## config.mk

```make
export PLATFORM = sky130hd
export DESIGN_NAME = sdp_rdma_rd_seq
export DESIGN_NICKNAME = d
export VERILOG_FILES = /design/src/rtl/sdp_rdma_pkg.sv /design/src/rtl/sdp_rdma_cred_cnt.sv /design/src/rtl/sdp_rdma_rd_seq.sv
export SDC_FILE = /design/constraint.sdc
export NUM_CORES = 1
export LEC_CHECK = 0
export ABC_CLOCK_PERIOD_IN_PS = 15750
export BUFFER_PORTS_ARGS = -buffer_cell sky130_fd_sc_hd__buf_2
export CAP_MARGIN = 25
export CORE_UTILIZATION = 40
export DETAILED_ROUTE_END_ITERATION = 16
export PLACE_DENSITY = 0.56
export SYNTH_ARGS = -nofsm -noshare
export SYNTH_HDL_FRONTEND = slang
export SYNTH_SLANG_ARGS = --single-unit
```

## constraint.sdc

```tcl
create_clock -name nvdla_core_clk -period 15.75 [get_ports nvdla_core_clk]
set_clock_uncertainty 0.15 [all_clocks]
set_input_delay 1.575 -clock nvdla_core_clk [delete_from_list [all_inputs] [get_ports nvdla_core_clk]]
set_output_delay 1.575 -clock nvdla_core_clk [all_outputs]
set_load 0.005 [all_outputs]
```

## src/rtl/sdp_rdma_pkg.sv

```systemverilog
// rtl/sdp_rdma_pkg.sv - shared types and defaults for the SDP RDMA read sequencer
package sdp_rdma_pkg;

  localparam int SDP_AW         = 64;
  localparam int SDP_W_W        = 13;
  localparam int SDP_MAX_REQ    = 8;
  localparam int SDP_ATOM_BYTES = 32;
  localparam int SDP_CRED_DEPTH = 64;

  typedef enum logic [1:0] {
    ST_IDLE,
    ST_REQ,
    ST_DRAIN,
    ST_DONE
  } sdp_state_e;

  typedef struct packed {
    logic [SDP_AW-1:0] addr;
    logic [3:0]        size;
    logic              eol;
    logic              eos;
  } sdp_req_t;

endpackage

```

## src/rtl/sdp_rdma_cred_cnt.sv

```systemverilog
// rtl/sdp_rdma_cred_cnt.sv - latency-buffer credit counter with saturation and sticky overflow flag
module sdp_rdma_cred_cnt
  import sdp_rdma_pkg::*;
#(
  parameter int CRED_DEPTH = SDP_CRED_DEPTH,
  parameter int CRED_W     = $clog2(CRED_DEPTH + 1)
) (
  input  logic              clk,
  input  logic              rstn,
  input  logic              dec_vld,
  input  logic [4:0]        dec_num,
  input  logic              inc_vld,
  input  logic [4:0]        inc_num,
  output logic [CRED_W-1:0] credits,
  output logic              full,
  output logic              err
);

  localparam int SW = ((CRED_W > 5) ? CRED_W : 5) + 2;

  logic [CRED_W-1:0] cnt;
  logic [SW-1:0]     sum;
  logic              over;

  // credits is the post-update count, so the issuer can decide next-cycle
  // validity from the same-cycle accept and return; dec never exceeds cnt.
  always_comb begin
    sum = SW'(cnt);
    if (dec_vld) sum = sum - SW'(dec_num);
    if (inc_vld) sum = sum + SW'(inc_num);
    over    = (sum > SW'(CRED_DEPTH));
    credits = over ? CRED_W'(CRED_DEPTH) : CRED_W'(sum);
  end

  always_ff @(posedge clk) begin
    if (!rstn) begin
      cnt <= CRED_W'(CRED_DEPTH);
      err <= 1'b0;
    end else begin
      cnt <= credits;
      if (over) err <= 1'b1;
    end
  end

  assign full = (cnt == CRED_W'(CRED_DEPTH));

endmodule

```

## src/rtl/sdp_rdma_rd_seq.sv

```systemverilog
// rtl/sdp_rdma_rd_seq.sv - surface walker issuing credit-gated DMA read requests for one SDP RDMA channel
module sdp_rdma_rd_seq
  import sdp_rdma_pkg::*;
#(
  parameter int AW         = SDP_AW,
  parameter int W_W        = SDP_W_W,
  parameter int MAX_REQ    = SDP_MAX_REQ,
  parameter int ATOM_BYTES = SDP_ATOM_BYTES,
  parameter int CRED_DEPTH = SDP_CRED_DEPTH
) (
  input  logic           nvdla_core_clk,
  input  logic           nvdla_core_rstn,
  input  logic           op_en,
  input  logic [AW-1:0]  cfg_base_addr,
  input  logic [W_W-1:0] cfg_width,
  input  logic [W_W-1:0] cfg_height,
  input  logic [AW-1:0]  cfg_line_stride,
  output logic           dma_rd_req_pvld,
  input  logic           dma_rd_req_prdy,
  output logic [AW-1:0]  dma_rd_req_addr,
  output logic [3:0]     dma_rd_req_size,
  output logic           dma_rd_req_eol,
  output logic           dma_rd_req_eos,
  input  logic           cred_ret_vld,
  input  logic [4:0]     cred_ret_num,
  output logic           busy,
  output logic           op_done,
  output logic           cred_err
);

  localparam int CRED_W = $clog2(CRED_DEPTH + 1);
  localparam int SH     = $clog2(ATOM_BYTES);
  localparam int XW     = W_W + 1;

  sdp_state_e        state;
  sdp_req_t          req_q;
  sdp_req_t          req_nxt;
  logic              pvld_q;
  logic [XW-1:0]     x, y;
  logic [AW-1:0]     line_base;
  logic [W_W-1:0]    width_q, height_q;
  logic [AW-1:0]     stride_q;

  logic              accept;
  logic [4:0]        n_acc;
  logic [XW-1:0]     x_adv, y_adv, rem;
  logic [AW-1:0]     lb_adv;
  logic [4:0]        n_nxt;
  logic [CRED_W-1:0] credits_nxt;
  logic              cred_full;

  assign accept = pvld_q & dma_rd_req_prdy;
  assign n_acc  = 5'(req_q.size) + 5'd1;

  // x/y/line_base always point at the request being presented (or about to
  // be); on accept they advance so the following request is ready next cycle.
  always_comb begin
    x_adv  = x;
    y_adv  = y;
    lb_adv = line_base;
    if (accept) begin
      if (!req_q.eol) begin
        x_adv = x + XW'(n_acc);
      end else begin
        x_adv  = '0;
        y_adv  = y + XW'(1);
        lb_adv = line_base + stride_q;
      end
    end
    rem          = XW'(width_q) + XW'(1) - x_adv;
    n_nxt        = (rem > XW'(MAX_REQ)) ? 5'(MAX_REQ) : 5'(rem);
    req_nxt.addr = lb_adv + (AW'(x_adv) << SH);
    req_nxt.size = 4'(n_nxt - 5'd1);
    req_nxt.eol  = (rem <= XW'(MAX_REQ));
    req_nxt.eos  = req_nxt.eol && (y_adv == XW'(height_q));
  end

  sdp_rdma_cred_cnt #(
    .CRED_DEPTH(CRED_DEPTH),
    .CRED_W    (CRED_W)
  ) u_cred (
    .clk    (nvdla_core_clk),
    .rstn   (nvdla_core_rstn),
    .dec_vld(accept),
    .dec_num(n_acc),
    .inc_vld(cred_ret_vld),
    .inc_num(cred_ret_num),
    .credits(credits_nxt),
    .full   (cred_full),
    .err    (cred_err)
  );

  always_ff @(posedge nvdla_core_clk) begin
    if (!nvdla_core_rstn) begin
      state     <= ST_IDLE;
      req_q     <= '0;
      pvld_q    <= 1'b0;
      x         <= '0;
      y         <= '0;
      line_base <= '0;
      width_q   <= '0;
      height_q  <= '0;
      stride_q  <= '0;
      busy      <= 1'b0;
      op_done   <= 1'b0;
    end else begin
      case (state)
        ST_IDLE: begin
          if (op_en) begin
            width_q   <= cfg_width;
            height_q  <= cfg_height;
            stride_q  <= cfg_line_stride;
            line_base <= cfg_base_addr;
            x         <= '0;
            y         <= '0;
            busy      <= 1'b1;
            state     <= ST_REQ;
          end
        end
        ST_REQ: begin
          x         <= x_adv;
          y         <= y_adv;
          line_base <= lb_adv;
          if (accept && req_q.eos) begin
            pvld_q <= 1'b0;
            state  <= ST_DRAIN;
          end else if (!pvld_q || accept) begin
            // A held request keeps pvld: credits cannot drop without an accept.
            pvld_q <= (credits_nxt >= CRED_W'(n_nxt));
            req_q  <= req_nxt;
          end
        end
        ST_DRAIN: begin
          if (cred_full) begin
            busy    <= 1'b0;
            op_done <= 1'b1;
            state   <= ST_DONE;
          end
        end
        default: begin
          op_done <= 1'b0;
          state   <= ST_IDLE;
        end
      endcase
    end
  end

  assign dma_rd_req_pvld = pvld_q;
  assign dma_rd_req_addr = req_q.addr;
  assign dma_rd_req_size = req_q.size;
  assign dma_rd_req_eol  = req_q.eol;
  assign dma_rd_req_eos  = req_q.eos;

endmodule

```

* Word level (Yosys, flattened, before mapping)
Cells that the tools add are included.
** Word-level totals
- Output and inout bits :: 74
- Bits in registers :: 265
** Operators by class
- Reductions and logical operators :: 16
- Mux-type cells :: 26
- Add/subtract/negate cells :: 10
- Bitwise operators :: 3
- Magnitude comparators :: 4
- Eq/ne operators :: 7
** Operators with widths (number)
- 64-bit two-way mux :: 3
- 64-bit case mux with 2 select lines :: 1
- 14-bit two-way mux :: 5
- 64-bit by 19-bit adder with 64-bit output :: 1
- 64-bit adder :: 1
- 14-bit case mux with 2 select lines :: 2
- 9-bit two-way mux :: 2
- 13-bit by 1-bit adder with 14-bit output, second input constant :: 1
- 14-bit by 1-bit adder with 14-bit output, second input constant :: 1
- 14-bit by 5-bit adder with 14-bit output :: 1
- 14-bit by 13-bit equality test with 1-bit output :: 1
- 14-bit by 4-bit greater-than comparator with 1-bit output, second input constant :: 1
- 14-bit by 4-bit <= comparator with 1-bit output, second input constant :: 1
- 14-bit subtractor :: 1
- 9-bit by 5-bit adder with 9-bit output :: 1
- 9-bit by 7-bit greater-than comparator with 1-bit output, second input constant :: 1
- 3-bit AND reduction :: 3
- 2-bit AND reduction :: 4
- 7-bit by 5-bit subtractor with 8-bit output :: 1
- 7-bit equality test, second input constant :: 1
- 7-bit by 5-bit greater-or-equal comparator with 1-bit output :: 1
- 7-bit two-way mux :: 1
- 2-bit two-way mux :: 3
- 2-bit != test, second input constant :: 3
- 16 further kinds :: 25

* Depth between registers and ports, before layout
- Depth in word-level cells :: 10
- Gate-level depth with buffers :: 34
- Depth with buffers taken out :: 34

* Hierarchy
Synthesis repeated with hierarchy kept, for this count alone.
** Second synthesis, totals
- Cells, all modules :: 2683
- Area, all modules :: 19397.4 um^2
** Modules (own cells, without submodules)
- sdp_rdma_rd_seq :: times used 1, seq. area each 5144.9 um^2, cells an instance 2552, area each 18285.0 um^2
- sdp_rdma_cred_cnt :: times used 1, seq. area each 160.2 um^2, cells an instance 131, area each 1112.3 um^2

* Worst setup path after synthesis
Ideal clock, no wire load.
- Kind :: input port to flip-flop
- Start point :: input dma_rd_req_prdy
- End point :: register pvld_q, in the netlist dma_rd_req_pvld
- Buffers on the path :: 6
- Arrival :: 6.873 ns
- Data required time :: 15.472 ns
- Path slack :: 8.599 ns
- Setup time :: 0.128 ns
- Stages :: 31
- Cell sequence :: and3_1 > buf_2 > buf_2 > buf_1 > clkbuf_1 > clkbuf_1 > clkbuf_1 > nor2_1 > inv_1 > ha_1 > ha_1 > nand2_1 > mux2i_1 > o22ai_1 > o221ai_1 > nor4_1 > o311ai_0 > a21o_1 > a211o_1 > nor2_1 > and2_1 > ha_1 > nand2b_1 > a21oi_1 > nor2b_1 > o21ai_0 > nand2b_1 > a21oi_1 > a31oi_1 > a21oi_1 > nor2_1
** On the way
- Cells in the longest elaborated chain, start to end :: 9
** Ends and longest elaborated chain
- from (decl) :: line sdp_rdma_rd_seq.sv:19 : input logic dma_rd_req_prdy,
- 1-bit AND (*) :: line sdp_rdma_rd_seq.sv:52 : assign accept = pvld_q & dma_rd_req_prdy;
- parallel branches: the longest is 8 deep, another holds 14-bit subtractor
- to (signal assigned) :: line sdp_rdma_rd_seq.sv:129 : pvld_q <= (credits_nxt >= CRED_W'(n_nxt));
- to (decl) :: line sdp_rdma_rd_seq.sv:38 : logic pvld_q;
Mark *: on every way between the ends. The select of a mux whose other input is x is not followed.
A chain may end at the register's enable or synchronous reset.

* Final worst setup path
Same ends and word-level chain as after synthesis.

==> impl_metrics.env <==
export IMPL_drv_slew=0
export IMPL_io_pins=238
export IMPL_drive_above_1_share=0.133
export IMPL_cts_htree_levels=2
export IMPL_endpoint_kind="register"
export IMPL_fillers=4968
export IMPL_layout_commonest_cell="nand2_1"
export IMPL_max_slew_margin_rel=0.242
export IMPL_core_area_um2=47700
export IMPL_placementRows=80
export IMPL_place_congestion=0.948
export IMPL_clockRootBuffer="clkbuf_16"
export IMPL_path_clk_slew_ps=60
export IMPL_synth_area_um2=19400
export IMPL_synth_area_leaders="dfxtp_1 27%, nand2_1 9.1%, a21oi_1 8.8%"
export IMPL_yosysWarningCount=0
export IMPL_peakVddDrop_v=0.0000803
export IMPL_fin_cells=3468
export IMPL_grt_use_total=0.283
export IMPL_route_detailed_wl_per_inst_um=20.6
export IMPL_fin_nets=3128
export IMPL_dp_slack_ps=8250
export IMPL_grt_ovfl_total=0
export IMPL_setup_violations=0
export IMPL_synth_largest_area_cell="dfxtp_1"
export IMPL_clock_latency_ps=570
export IMPL_cts_path_max_buffers=3
export IMPL_ant_nets=0
export IMPL_p_total_mw=3.34
export IMPL_grt_pass1_vias=19000
export IMPL_hold_buffers=0
export IMPL_syn_avg_cell_area_um2=7.21
export IMPL_finalCoreUtilization=0.463
export IMPL_synthFlopType="dfxtp_1"
export IMPL_num_antenna_cells=0
export IMPL_max_cap_violations=0
export IMPL_port_buffers=237
export IMPL_initial_utilization=0.405
export IMPL_yosysTopAreaCellShare=0.274
export IMPL_hold_violations=0
export IMPL_cp_max_fo=25
export IMPL_final_cell_mix="465 x nand2_1, 341 x a21oi_1, 275 x nor2_1, 265 x dfxtp_1, 237 x buf_2"
export IMPL_die_area_um2=49300
export IMPL_syn_num_nets=2980
export IMPL_die_x_um=222
export IMPL_wirelength_mm=71.4
export IMPL_numCtsBuffers=35
export IMPL_dieHeight_um=222
export IMPL_rsz0062_at_grt="false"
export IMPL_status="completed"
export IMPL_setup_slack_ps=8660
export IMPL_tightest_slew_ps=1110
export IMPL_drt_pass1_iter_count=7
export IMPL_cellPowerDensity_nw_per_um2=151
export IMPL_tritoncts="done"
export IMPL_antenna_found_initial=1
export IMPL_synth_edf_count=0
export IMPL_fin_crit_sh=0.450
export IMPL_p_leak_nw=8.92
export IMPL_async_reset_ff_frac=0
export IMPL_drt_first_iter_violations=1846
export IMPL_synth_seq_cells=265
export IMPL_period_needed_ps=7090
export IMPL_postCtsSetupRepairBufs=0
export IMPL_r2r_slack_ps=8980
export IMPL_dr_total_vias=20500
export IMPL_tns_ps=0
export IMPL_area_growth_pct=14.2
export IMPL_dp_cells=3407
export IMPL_grt_pass1_wl_mm=110
export IMPL_grt_max_degree=94
export IMPL_dpl_hpwl_mm=54.1
export IMPL_yosys_cell_types_count=100
export IMPL_syn_inst=2683
export IMPL_ctsResizeCount=0
export IMPL_max_freq_mhz=141
export IMPL_hold_class="reg -> reg"
export IMPL_drc=0
export IMPL_crit_arrival_ps=7350
export IMPL_crit_type="in -> reg"
export IMPL_start_kind="primary input"
export IMPL_worstPathRequired_ps=16000
export IMPL_via_per_inst=5.91
export IMPL_cts_sinks=265
export IMPL_synth_seq_area_share=0.274
sequential cells by signal, summed over array words and instances (netlist names), 4 cells and up:
register,flops
u_cred.cnt,7
stride_q,64
dma_rd_req_addr,64
height_q,13
width_q,13
line_base,64
x,14
dma_rd_req_size,4
y,14
Yosys cell counts (7+ instances only):
| cell type | count |
|---|---|
| nor3_1 | 55 |
| a211oi_1 | 71 |
| o211ai_1 | 41 |
| buf_2 | 11 |
| xnor2_1 | 60 |
| nor3b_1 | 8 |
| nor2b_1 | 19 |
| o31ai_1 | 9 |
| a22oi_1 | 17 |
| a21o_1 | 37 |
| inv_1 | 61 |
| and2_1 | 19 |
| nor2_1 | 276 |
| o21ai_1 | 14 |
| nand2_1 | 467 |
| xor2_1 | 43 |
| nand3_1 | 83 |
| a21oi_1 | 341 |
| dfxtp_1 | 265 |
| nor4_1 | 10 |
| o31a_1 | 7 |
| a21boi_0 | 11 |
| o21ai_0 | 130 |
| o21a_1 | 31 |
| o21bai_1 | 10 |
| and3_1 | 33 |
| nand4_1 | 37 |
| clkbuf_1 | 126 |
| buf_1 | 8 |
| and4_1 | 9 |
| mux2i_1 | 28 |
| ha_1 | 127 |
| a31oi_1 | 20 |
| nand2b_1 | 15 |
| a211o_1 | 12 |
| or3_1 | 29 |
| or2_2 | 13 |
per-stage QoR:
step | hold slack, ps | area, um2
global route | 317 | 22100
floorplan | 286 | 19400
global placement | 288 | 20900
detailed placement | 293 | 20900
finish | 298 | 22100
CTS | 300 | 22000
critical path, cell delays in order:
cell and delay (ps):
buf_2 190, nand2_2 300, nor3_2 350, a21boi_2 300
mux2i_1 610, ha_1 360, ha_1 360, nand2_1 90
nand2_1 80, mux2i_1 60, o22ai_1 140, o221ai_1 140
nor4_1 280, o311ai_0 180, a21o_1 190, a211o_1 290
nor2_1 250, and2_1 230, ha_1 240, nand2b_1 140
a21oi_1 150, nor2b_1 60, o21ai_0 210, nand2b_1 100
a21oi_1 160, a31oi_1 90, a21oi_1 150, nor2_1 50
logic make-up (layout without fill, tap and decap cells):
kind of cell | count (synthesis) | in the layout | synth area share
buf+inv | 212 | 382 | 0.0428
other cells | 1 | 1 | 0.000194
flops | 265 | 265 | 0.274
compound gates | 822 | 822 | 0.265
xor+xnor | 104 | 104 | 0.0475
fa+ha+maj | 134 | 134 | 0.0888
simple gates | 1114 | 1114 | 0.266
mux | 31 | 31 | 0.0162
layout make-up:
class | count | area, um2 | area share
Multi-Input combinational cell | 2206 | 13300 | 0.601
Sequential cell | 265 | 5310 | 0.240
Timing Repair Buffer | 260 | 1410 | 0.0637
Clock buffer | 47 | 992 | 0.0449
Tap cell | 615 | 769 | 0.0348
Inverter | 63 | 241 | 0.0109
Clock inverter | 12 | 109 | 0.00493
metal layers:
metal / global-route usage / up-vias / part of all wire
met4: 0.0858 / 0 / 0.028
met1: 0.406 / 9781 / 0.48
met2: 0.445 / 675 / 0.44
li1: - / 9928 / -
met3: 0.0302 / 100 / 0.056
met5: 0 / - / 0
power breakdown:
group / switching (mW) / internal, mW / total [mW]
Clock: 0.331 / 0.459 / 0.790
Sequential: 0.144 / 0.815 / 0.959
Combinational: 1.05 / 0.546 / 1.60
path summary, 6_finish.rpt:
check                                     end                             start  cells past startpoint
min          dma_rd_req_addr[19]$_SDFFE_PN0P_  dma_rd_req_addr[19]$_SDFFE_PN0P_                      2
min reg2reg  dma_rd_req_addr[19]$_SDFFE_PN0P_  dma_rd_req_addr[19]$_SDFFE_PN0P_                      2
max reg2reg      dma_rd_req_pvld$_SDFFE_PN0P_   dma_rd_req_size[0]$_SDFFE_PN0P_                     30
max              dma_rd_req_pvld$_SDFFE_PN0P_                   dma_rd_req_prdy                     28
(Power assumes the default switching activity.)
